[src/rtl/pb_press_ctrl.sv]
// -----------------------------------------------------------------------------
// pb_press_ctrl
//
// Purpose:
//   Consumes the debounced push-button level (pb_s_de) in the clk_f domain.
//   It turns the level into single-cycle event pulses and classifies each press
//   as short or long. It also owns the run/pause bit of the stopwatch datapath:
//   a short press toggles run, and a long press forces run to 0 and requests a
//   clear.
//
// Parameters:
//   LONG_CNT  consecutive high samples that make a long press (>= 2)
//   CNT_W     hold-counter width; 2**CNT_W must exceed LONG_CNT
//
// Ports:
//   clk_f        in   1  slow system clock; all logic runs on its posedge
//   rst          in   1  asynchronous, active-high reset
//   pb_s_de      in   1  debounced button level, synchronous to clk_f (1 = pressed)
//   pb_pulse     out  1  1-cycle pulse on each press (rising edge of pb_s_de)
//   short_press  out  1  1-cycle pulse on release after 1..LONG_CNT-1 high samples
//   long_press   out  1  1-cycle pulse on the LONG_CNT-th consecutive high sample
//   clr          out  1  1-cycle clear request, coincident with long_press
//   run          out  1  run(1)/pause(0) level
//   state_o      out  2  current FSM state (IDLE=0, PRESSED=1, HELD=2)
//
// Every output is a register.
// -----------------------------------------------------------------------------
module pb_press_ctrl #(
    parameter int LONG_CNT = 100,
    parameter int CNT_W    = 7
) (
    input  logic       clk_f,
    input  logic       rst,
    input  logic       pb_s_de,
    output logic       pb_pulse,
    output logic       short_press,
    output logic       long_press,
    output logic       clr,
    output logic       run,
    output logic [1:0] state_o
);

    typedef enum logic [1:0] {
        IDLE    = 2'd0,
        PRESSED = 2'd1,
        HELD    = 2'd2,
        BAD     = 2'd3
    } state_t;

    localparam logic [CNT_W-1:0] CNT_ZERO = '0;
    localparam logic [CNT_W-1:0] CNT_ONE  = CNT_W'(1);
    localparam logic [CNT_W-1:0] CNT_LAST = CNT_W'(LONG_CNT - 1);
    localparam logic [CNT_W-1:0] CNT_FULL = CNT_W'(LONG_CNT);

    state_t           state;
    state_t           state_next;
    logic [CNT_W-1:0] cnt;
    logic [CNT_W-1:0] cnt_next;

    // Resets to 1 so that a button already held across reset does not count
    // as a press. It must be released first.
    logic             pb_prev;

    logic             pb_pulse_next;
    logic             short_press_next;
    logic             long_press_next;
    logic             clr_next;
    logic             run_next;

    // State and output registers.
    always_ff @(posedge clk_f or posedge rst) begin
        if (rst) begin
            state       <= IDLE;
            cnt         <= CNT_ZERO;
            pb_prev     <= 1'b1;
            pb_pulse    <= 1'b0;
            short_press <= 1'b0;
            long_press  <= 1'b0;
            clr         <= 1'b0;
            run         <= 1'b0;
        end else begin
            state       <= state_next;
            cnt         <= cnt_next;
            pb_prev     <= pb_s_de;
            pb_pulse    <= pb_pulse_next;
            short_press <= short_press_next;
            long_press  <= long_press_next;
            clr         <= clr_next;
            run         <= run_next;
        end
    end

    // Next-state and next-output logic. Pulses default low, so each one is
    // high for exactly one cycle. run holds unless a press classification
    // changes it.
    always_comb begin
        state_next       = state;
        cnt_next         = cnt;
        pb_pulse_next    = 1'b0;
        short_press_next = 1'b0;
        long_press_next  = 1'b0;
        clr_next         = 1'b0;
        run_next         = run;

        case (state)
            IDLE: begin
                if (pb_s_de && !pb_prev) begin
                    state_next    = PRESSED;
                    cnt_next      = CNT_ONE;
                    pb_pulse_next = 1'b1;
                end else begin
                    cnt_next = CNT_ZERO;
                end
            end

            PRESSED: begin
                if (pb_s_de) begin
                    if (cnt == CNT_LAST) begin
                        // This sample is the LONG_CNT-th high one.
                        state_next      = HELD;
                        cnt_next        = CNT_FULL;
                        long_press_next = 1'b1;
                        clr_next        = 1'b1;
                        run_next        = 1'b0;
                    end else begin
                        cnt_next = cnt + CNT_ONE;
                    end
                end else begin
                    state_next       = IDLE;
                    cnt_next         = CNT_ZERO;
                    short_press_next = 1'b1;
                    run_next         = ~run;
                end
            end

            HELD: begin
                // The press is already classified. Wait for release quietly,
                // with the counter pinned at LONG_CNT.
                if (pb_s_de) begin
                    cnt_next = CNT_FULL;
                end else begin
                    state_next = IDLE;
                    cnt_next   = CNT_ZERO;
                end
            end

            default: begin
                // The unused encoding recovers to IDLE.
                state_next = IDLE;
                cnt_next   = CNT_ZERO;
            end
        endcase
    end

    assign state_o = state;

endmodule

[config.mk]
export PLATFORM = sky130hd
export DESIGN_NAME = pb_press_ctrl
export DESIGN_NICKNAME = d
export VERILOG_FILES = /design/src/rtl/pb_press_ctrl.sv
export SDC_FILE = /design/constraint.sdc
export NUM_CORES = 1
export LEC_CHECK = 0
export BUFFER_PORTS_ARGS = -buffer_cell sky130_fd_sc_hd__buf_2
export CORE_UTILIZATION = 35
export CTS_BUF_LIST = sky130_fd_sc_hd__clkbuf_8 sky130_fd_sc_hd__clkbuf_16
export DETAILED_ROUTE_END_ITERATION = 10
export GPL_ROUTABILITY_DRIVEN = 0
export PLACE_DENSITY = 0.53
export RECOVER_POWER = 50
export SLEW_MARGIN = 25
export SYNTH_ARGS = -nofsm -noshare
export SYNTH_HDL_FRONTEND = slang
export SYNTH_SLANG_ARGS = --single-unit
export TNS_END_PERCENT = 5
[constraint.sdc]
create_clock -name clk_f -period 3.1 [get_ports clk_f]
set_input_delay 0.155 -clock clk_f [delete_from_list [all_inputs] [get_ports clk_f]]
set_output_delay 0.155 -clock clk_f [all_outputs]
set_load 0.05 [all_outputs]
==> results of run 1 <==
==> metal layers <==
metal,up-vias,track usage,part of all wire
li1,229,-,-
met1,216,0.184,0.47
met2,8,0.241,0.46
met3,4,0.0612,0.035
met4,0,0.115,0.029
met5,-,0,0
==> cell type report <==
class                      instances  area, um^2  share of cell area
sequential                        14         352               0.471
multi-input combinational         39         260               0.348
timing repair buffer              10        52.6              0.0704
clock buffer                       3        41.3              0.0553
tap                               24        30.0              0.0402
inverter                           2        7.51              0.0101
clock inverter                     1        3.75             0.00503
==> synth_stat cells (all sizes together), types with 2 or more instances <==
cell     number
dfrtp        13
nand2         5
nand2b        3
nand3         3
nand3b        3
and2          2
and3          2
buf           2
inv           2
nor2          2
nor3          2
o2111ai       2
o21ai         2
o311ai        2
xor2          2
==> timing repair <==
item,4_1_cts,5_1_grt
endpoints found under the hold margin,13,0
endpoints found under the setup margin,0,0
hold buffers,1,0
==> cells in the final DEF (no fill, tap or decap) <==
cell	n
sky130_fd_sc_hd__and3_1	2
sky130_fd_sc_hd__o31ai_1	1
sky130_fd_sc_hd__nor2_1	2
sky130_fd_sc_hd__xor2_1	2
sky130_fd_sc_hd__or4b_1	1
sky130_fd_sc_hd__or3_1	1
sky130_fd_sc_hd__and2b_1	1
sky130_fd_sc_hd__xnor2_1	1
sky130_fd_sc_hd__dlygate4sd3_1	1
sky130_fd_sc_hd__dfrtp_1	13
sky130_fd_sc_hd__nand2_1	5
sky130_fd_sc_hd__clkbuf_8	3
sky130_fd_sc_hd__inv_1	3
sky130_fd_sc_hd__buf_2	7
sky130_fd_sc_hd__nor3_1	1
sky130_fd_sc_hd__o21ai_1	1
sky130_fd_sc_hd__and2_1	2
sky130_fd_sc_hd__o2111ai_1	2
sky130_fd_sc_hd__o211ai_1	1
sky130_fd_sc_hd__nor3_2	1
sky130_fd_sc_hd__nand3_1	3
sky130_fd_sc_hd__clkbuf_1	2
sky130_fd_sc_hd__o21ai_0	1
sky130_fd_sc_hd__nand3b_1	3
sky130_fd_sc_hd__ha_1	1
sky130_fd_sc_hd__dfstp_2	1
sky130_fd_sc_hd__or2_1	1
sky130_fd_sc_hd__nand2b_1	3
sky130_fd_sc_hd__o41ai_1	1
sky130_fd_sc_hd__o311ai_1	2
==> logic make-up after synthesis <==
logic type               count (synthesis)
flip-flops                              14
adder cells (fa/ha/maj)                  1
buffers and inverters                    4
AND/OR/NAND/NOR                         26
AO/OA/AOI/OAI                            9
XOR/XNOR                                 3
==> stage by stage <==
stage | utilization | hold slack (ns)
after floorplan | - | 0.0435
after global placement | 0.436 | 0.220
after detailed placement | 0.436 | 0.229
after CTS | 0.470 | 0.115
after global routing | 0.469 | 0.251
final | 0.469 | 0.233
==> path summary, 6_finish.rpt <==
| check | endpoint | start | slack, ns |
|---|---|---|---|
| setup / recovery | run | cnt[0] | 1.75 |
| hold / removal | pb_prev | pb_s_de | 0.23 |
| setup reg to reg | run | cnt[0] | 1.75 |
| hold reg to reg | cnt[0] | cnt[0] | 0.54 |
| max in group asynchronous | pb_prev | rst | 2.25 |
| min in group asynchronous | clr | rst | 0.49 |
==> registers in the layout (all words and copies together), names as in the netlist <==
signal	count
clr	1
pb_pulse	1
state_o	2
pb_prev	1
run	1
short_press	1
cnt	7
==> power by group <==
part | leakage [nW] | switching [W] | internal, W | total [W]
combinational | 0.138 | 0.0000445 | 0.0000145 | 0.0000590
clock | 0.0269 | 0.0000598 | 0.0000874 | 0.000147
sequential | 0.185 | 0.00000835 | 0.000193 | 0.000201
==> critical path, delay by kind of cell, from the launching register on <==
family / cells / cell delay (ns)
flops: 1 / 0.39
simple gates: 2 / 0.46
fa+ha+maj: 1 / 0.22
compound gates: 1 / 0.14
==> impl_results.md, run 1 <==
- Setup violators final: 0
- Total power after layout: between 0.0004 and 0.0005 W
- Vias in the first global route: 482
- Clock sink count: 14
- Dpl cells: 88
- Maximum ir drop on the vdd rail: around 0.21 mV
- Library cell contributing the largest single delay on the critical path: sky130_fd_sc_hd__dfrtp_1
- Time the final worst path needs with I/O delays and setup: about 1.4 ns
- Worst clock skew: roughly 0.0034 ns
- Critical path fanouts, max: 5
- Slew @ Worst Pin: ~0.59 ns
- Post-route cell area: about 750 um^2
- Detailed-route via count: roughly 460
- Maxcap violations: 0
- Critical path's largest stage delay: ~0.4 ns
- Post-placement cell area: between 600 and 700 um^2
- Critical path required time: ~3.2 ns
- XOR/XNOR share of the synthesized area: 0.0416
- Most frequently used flop master after synthesis: sky130_fd_sc_hd__dfrtp_1
- Post-route setup slack: around 1.7 ns
- Fraction of synthesized area in multiplexers: 0
- Cell count after synthesis: 57
- # H-tree levels: 1
- Count of final max-slew check failures: 0
- Final Non-Filler Cells: 93
- Number of vias per cell after detailed routing: roughly 5
- Antenna violation net count after detailed routing: 0
- Detail Placement HPWL: 852 um
- Clock edge transition at the registers on the reported setup and hold paths: roughly 0.05 ns
- Antenna violations before repair: 0
- Compound-Gate Fraction of Synth Area: 0.109
- Routed length per placed instance: around 13 um
- Synth area leader: sky130_fd_sc_hd__dfrtp_1
- Proportion of synthesized chip area in sequential cells: 0.556
- Total Die Area: ~2000 um^2
- Maximum number of pins on one net before global-route repair: 16
- Num ports: 10
- Buffers on Ports: 9
- Yosys warning total: 0
- Total global-route track usage: 0.160
- Worst min-delay path category: input pin to flip-flop
- Inserted Clock Buffers: 3
- Post-synthesis area per instance: 11.1 um^2
- Aggregate global routing overflow: 0
- Final critical-path share of the clock period: 0.437
- Post-synth EDFFs: 0
- First-pass iteration count of the detailed router: 3
- Leakage power of the design: roughly 0.35 nW
- WS Path Type: flip-flop to flip-flop
- Fill cell instance count of the final layout: 150
- Skew-Pair Late Insertion Delay: around 0.24 ns
- Power per unit of standard cell area: between 500 and 600 nW/um^2
- Combinational family with the most area after synthesis: simple AND/OR/NAND/NOR gates
- Post-Syn Nets: 61
- Worst slew margin: 0.609
- Hold path cells: 1
- Ant diodes: 0
- Initial Utilization: 0.396
- Placement-stage worst setup slack: between 1.5 and 2 ns
- Vertical extent of the die: around 44 um
- Post-CTS Repair Setup Buffers: 0
- Share of synthesized registers carrying an async set or reset: 1.00
- Global-route wire length before repair: between 2000 and 2500 um
- Final setup TNS: 0 ns
- Number of distinct standard cells referenced by the synthesized netlist: 28
- Flops & latches, synth: 14
- Post-route DRC violation count: 0
- # nets final: 74
- Area growth from synthesis to final layout: 18.2%
- Simple-gate share of the synthesized area: 0.242
- Share of post-route cells with drive strength above 1: 0.174
- Unrepaired setup endpoints after global routing: no
- Cell types occupying the most area after synthesis: sky130_fd_sc_hd__dfrtp_1 (51%), sky130_fd_sc_hd__dfstp_2 (4.2%), sky130_fd_sc_hd__nand3b_1 (3.6%)
- Setup crit start kind: flip-flop
- Rows: 14
- CTS Root Buffer Type: sky130_fd_sc_hd__clkbuf_8
- Post-synthesis cell area: between 600 and 700 um^2
- Worst Reg2Reg Path Length in Cells: 4
- Die X: around 44 um
- Worst Path Arrival: 1.47 ns
- Crit end category: flip-flop
- Resize count post-CTS: 0
- Result of the run: completed
- Aggregate routed wire length: roughly 1200 um
- Max Freq: between 700 and 800 MHz
- Area of the core region: 1590 um^2
- Clock tree from TritonCTS: yes
- Area share of the largest cell type after synthesis: 0.515
- Final hold violation count: 0
- Clock Path Buffers: 2
- Synthesized-area fraction occupied by adder cells: 0.0198
- List of cells traversed by the critical path: ha_1, nand2_1, nor3_2, o211ai_1
- Number of DRC violations after detailed-routing iteration 0: 8
Note: power is estimated with default switching activity, not from simulation.
==> run 2: changes to the inputs <==
--- a/config.mk
+++ b/config.mk
@@ -5,6 +5,7 @@
 export SDC_FILE = /design/constraint.sdc
 export NUM_CORES = 1
 export LEC_CHECK = 0
+export ABC_AREA = 1
 export BUFFER_PORTS_ARGS = -buffer_cell sky130_fd_sc_hd__buf_2
 export CORE_UTILIZATION = 35
 export CTS_BUF_LIST = sky130_fd_sc_hd__clkbuf_8 sky130_fd_sc_hd__clkbuf_16
==> constraint.sdc (replaced) <==
create_clock -name clk_f -period 1.3 [get_ports clk_f]
set_input_delay 0.065 -clock clk_f [delete_from_list [all_inputs] [get_ports clk_f]]
set_output_delay 0.065 -clock clk_f [all_outputs]
set_load 0.05 [all_outputs]
==> run 2 against run 1 <==
Net effect:
- sequential power rose by 140%
- register-to-register slack got worse by 1.6 ns
- critical path depth rose by 2
- largest power group unchanged
- highest routed layer unchanged
==> impl_results.md, run 2 <==
- Result of the run: completed (unchanged)
- Buffers on Ports: 9 (unchanged)
- Reg with most FFs: cnt (unchanged)
- Post-Syn Nets: 77 (was 61)
- Detailed-route via count: 478 (was 457)
- Rows: 15 (was 14)
- Total global-route track usage: 0.156 (was 0.160)
- Time the final worst path needs with I/O delays and setup: 1.14 ns (was 1.35 ns)
- WS Path Type: flip-flop to flip-flop (unchanged)
- Total Die Area: 2030 um^2 (was 1980 um^2)
- Final cell utilization of the core: 0.454 (was 0.469)
- Number of DRC violations after detailed-routing iteration 0: 1 (was 8)
- Post-synthesis area per instance: 8.88 um^2 (was 11.1 um^2)
- Worst slew margin: 0.607 (was 0.609)
- Global-route met2 utilization: 0.241 (about the same)
- Global-route wire length before repair: 2020 um (was 2140 um)
- Post-route DRC violation count: 0 (unchanged)
- Power per unit of standard cell area: 1380 nW/um^2 (was 546 nW/um^2)
- Internal power: 0.000772 W (was 0.000295 W)
- Crit end category: flip-flop (unchanged)
- Crit. Startpoint: cnt[0] (unchanged)
- Die X: 45.0 um (was 44.5 um)
- Dpl cells: 105 (was 88)
- Proportion of total power due to net switching: 0.285 (was 0.276)
- Post-synthesis cell area: 648 um^2 (was 632 um^2)
- Max Freq: 876 MHz (was 738 MHz)
- Critical path required time: 1.44 ns (was 3.21 ns)
- Critical path's largest stage delay: 0.37 ns (was 0.39 ns)
- Clk pwr share: 0.403 (was 0.361)
- Reg-to-Reg Start: cnt[0] (unchanged)
- Aggregate global routing overflow: 0 (unchanged)
- Vias in the first global route: 483 (was 482)
- Library cell contributing the largest single delay on the critical path: sky130_fd_sc_hd__dfrtp_1 (unchanged)
- Skew-Pair Late Insertion Delay: 0.25 ns (was 0.24 ns)
- Inserted Clock Buffers: 3 (unchanged)
- Setup crit start kind: flip-flop (unchanged)
- Combinational cell fraction of total power: 0.150 (was 0.145)
- Leakage power of the design: 0.397 nW (was 0.350 nW)
- Maximum number of pins on one net before global-route repair: 15 (was 16)
- Area of the core region: 1730 um^2 (was 1590 um^2)
- Critical path fanouts, max: 5 (unchanged)
- Yosys warning total: 0 (unchanged)
- Net Sw Power: 0.000307 W (was 0.000113 W)
- Antenna violations before repair: 0 (unchanged)
- Routed length per placed instance: 10.4 um (was 12.8 um)
- First-pass iteration count of the detailed router: 2 (was 3)
- Maxcap violations: 0 (unchanged)
- Post-synth EDFFs: 0 (unchanged)
- Maximum ir drop on the vdd rail: 0.799 mV (was 0.212 mV)
- Vertical extent of the die: 45.0 um (was 44.5 um)
- Cell types occupying the most area after synthesis: sky130_fd_sc_hd__dfrtp_1 (50%), sky130_fd_sc_hd__nand2_1 (7.5%), sky130_fd_sc_hd__nand3_1 (6.2%) (was sky130_fd_sc_hd__dfrtp_1 (51%), sky130_fd_sc_hd__dfstp_2 (4.2%), sky130_fd_sc_hd__nand3b_1 (3.6%))
- Count of final max-slew check failures: 0 (unchanged)
- Clock tree from TritonCTS: yes (unchanged)
- Top cells by instance count after synthesis: sky130_fd_sc_hd__dfrtp_1 (13), sky130_fd_sc_hd__nand2_1 (13), sky130_fd_sc_hd__nor2_1 (10) (was sky130_fd_sc_hd__dfrtp_1 (13), sky130_fd_sc_hd__nand2_1 (5), sky130_fd_sc_hd__nand2b_1 (3), sky130_fd_sc_hd__nand3_1 (3), sky130_fd_sc_hd__nand3b_1 (3))
- Setup violators final: 0 (unchanged)
- Flops & latches, synth: 14 (unchanged)
- Most frequently used flop master after synthesis: sky130_fd_sc_hd__dfrtp_1 (unchanged)
- Worst clock skew: 0.00170 ns (was 0.00340 ns)
- Area share of the largest cell type after synthesis: 0.502 (was 0.515)
- Fill cell instance count of the final layout: 179 (was 150)
- Worst Reg2Reg Path Length in Cells: 6 (was 4)
- Most Frequent Cell on Critical Path: sky130_fd_sc_hd__nor2_2
- Initial Utilization: 0.375 (was 0.396)
- Antenna violation net count after detailed routing: 0 (unchanged)
- Unrepaired setup endpoints after global routing: no (unchanged)
- Clock edge transition at the registers on the reported setup and hold paths: 0.06 ns (was 0.05 ns)
- Worst reg-to-reg setup slack: 0.16 ns (was 1.75 ns)
- Crit path to: run (unchanged)
- GR met3 Demand/Resource: 0.0480 (was 0.0612)
- Final critical-path share of the clock period: 0.878 (was 0.437)
- Detail Placement HPWL: 843 um (was 852 um)
- Proportion of synthesized chip area in sequential cells: 0.542 (was 0.556)
- GR peak layer: met2 (unchanged)
- Synth area leader: sky130_fd_sc_hd__dfrtp_1 (unchanged)
- Worst min-delay path category: input pin to async pin (was input pin to flip-flop)
- Clock sink count: 14 (unchanged)
- Number of distinct standard cells referenced by the synthesized netlist: 19 (was 28)
- Worst Path Arrival: 1.28 ns (was 1.47 ns)
- Clock Path Buffers: 2 (unchanged)
- Aggregate routed wire length: 1160 um (was 1190 um)
- Ant diodes: 0 (unchanged)
- Final Hold Slack: 0.385 ns (was 0.233 ns)
- Share of synthesized registers carrying an async set or reset: 1.00 (unchanged)
- Share of post-route cells with drive strength above 1: 0.244 (was 0.174)
- List of cells traversed by the critical path: ha_2, inv_2, nor2_2, nand3_2, nor2_2, a21oi_1 (was ha_1, nand2_1, nor3_2, o211ai_1)
- Cell count after synthesis: 73 (was 57)
- Portion of total power attributed to sequential cells: 0.447 (was 0.494)
- Area growth from synthesis to final layout: 21.0% (was 18.2%)
- Final Non-Filler Cells: 111 (was 93)
- # H-tree levels: 1 (unchanged)
- Flip-flop count of the largest register after layout: 7 (unchanged)
- Final setup TNS: 0 ns (unchanged)
- GRT met1 Usage: 0.168 (was 0.184)
- CTS Root Buffer Type: sky130_fd_sc_hd__clkbuf_8 (unchanged)
- Final hold violation count: 0 (unchanged)
- # nets final: 91 (was 74)
- Number of vias per cell after detailed routing: 4.31 (was 4.91)
- Slew @ Worst Pin: 0.592 ns (was 0.589 ns)
- R2R Path End: run (unchanged)
- Num ports: 10 (unchanged)
- Most frequent cells in the layout: sky130_fd_sc_hd__nand2_1 (13), sky130_fd_sc_hd__dfrtp_1 (13), sky130_fd_sc_hd__nor2_1 (10) (was sky130_fd_sc_hd__dfrtp_1 (13), sky130_fd_sc_hd__buf_2 (7), sky130_fd_sc_hd__nand2_1 (5))
==> run 2: cell types whose count changed in the layout (fill, tap and decap cells not counted), moves of 3 or more <==
cell	previous run	this run
sky130_fd_sc_hd__nand2b_1	3	0
sky130_fd_sc_hd__nand2_1	5	13
sky130_fd_sc_hd__inv_1	3	8
sky130_fd_sc_hd__nand3_1	3	8
sky130_fd_sc_hd__nor2_1	2	10
sky130_fd_sc_hd__nand3b_1	3	0
==> run 2: timing repair <==
action                                  CTS  global route
endpoints found under the hold margin    14             0
hold buffers                              2             0
setup buffers                             0             0
gates resized for setup                   0             1
endpoints found under the setup margin    0             1
==> run 2: metrics by stage <==
stage	setup slack, ns	area, um^2	total power, W
after floorplan	0.131	648	0.000609
after global placement	0.179	709	0.000648
after detailed placement	0.121	709	0.000649
after CTS	0.115	785	0.00109
after global routing	0.0123	785	0.00113
final	0.158	785	0.00108
==> run 2: worst min-delay path by stage <==
stage	slack, ns	endpoint	cells past startpoint
CTS	0.41	cnt[4]	3
global placement	0.12	pb_pulse	2
detailed placement	0.13	clr	2
finish	0.39	cnt[4]	3
floorplan	-0.05	clr	1
global route	0.47	cnt[4]	3
==> run 2: logic make-up after synthesis <==
group,share of synthesized area
and+or+nand+nor,0.255
DFF,0.542
buffers and inverters,0.0888
AOI/OAI and AO/OA,0.0540
xor gates and xnor gates,0.0405
adders and majority gates,0.0193
==> run 2: power by group through the flow <==
| stage | clock network (W) | logic [W] | registers [W] |
|---|---|---|---|
| floorplan | 0 | 0.0000509 | 0.000558 |
| global placement | 0 | 0.000159 | 0.000489 |
| detailed placement | 0 | 0.000160 | 0.000489 |
| CTS | 0.000442 | 0.000164 | 0.000483 |
| global route | 0.000467 | 0.000177 | 0.000486 |
| finish | 0.000435 | 0.000162 | 0.000483 |
==> run 2: critical path, delay by kind of cell, from the launching register on <==
family | cells | cell delay, ns
DFF | 1 | 0.37
AOI/OAI and AO/OA | 1 | 0.05
and+or+nand+nor | 3 | 0.32
buffers and inverters | 1 | 0.04
adders and majority gates | 1 | 0.24
==> run 2: final cells by class <==
cell class | instances | area (um^2) | share of cell area
clock buffers | 4 | 55.1 | 0.0702
inverters | 11 | 42.5 | 0.0542
multi-input cells | 46 | 241 | 0.308
flip-flops and latches | 14 | 352 | 0.448
well taps | 25 | 31.3 | 0.0399
repair buffers | 11 | 62.6 | 0.0797
==> run 2: metal layers <==
metal	vias to the layer above	share of wire
met1	216	0.45
met3	4	0.034
met4	0	0.042
met2	7	0.47
met5	-	0
li1	251	-
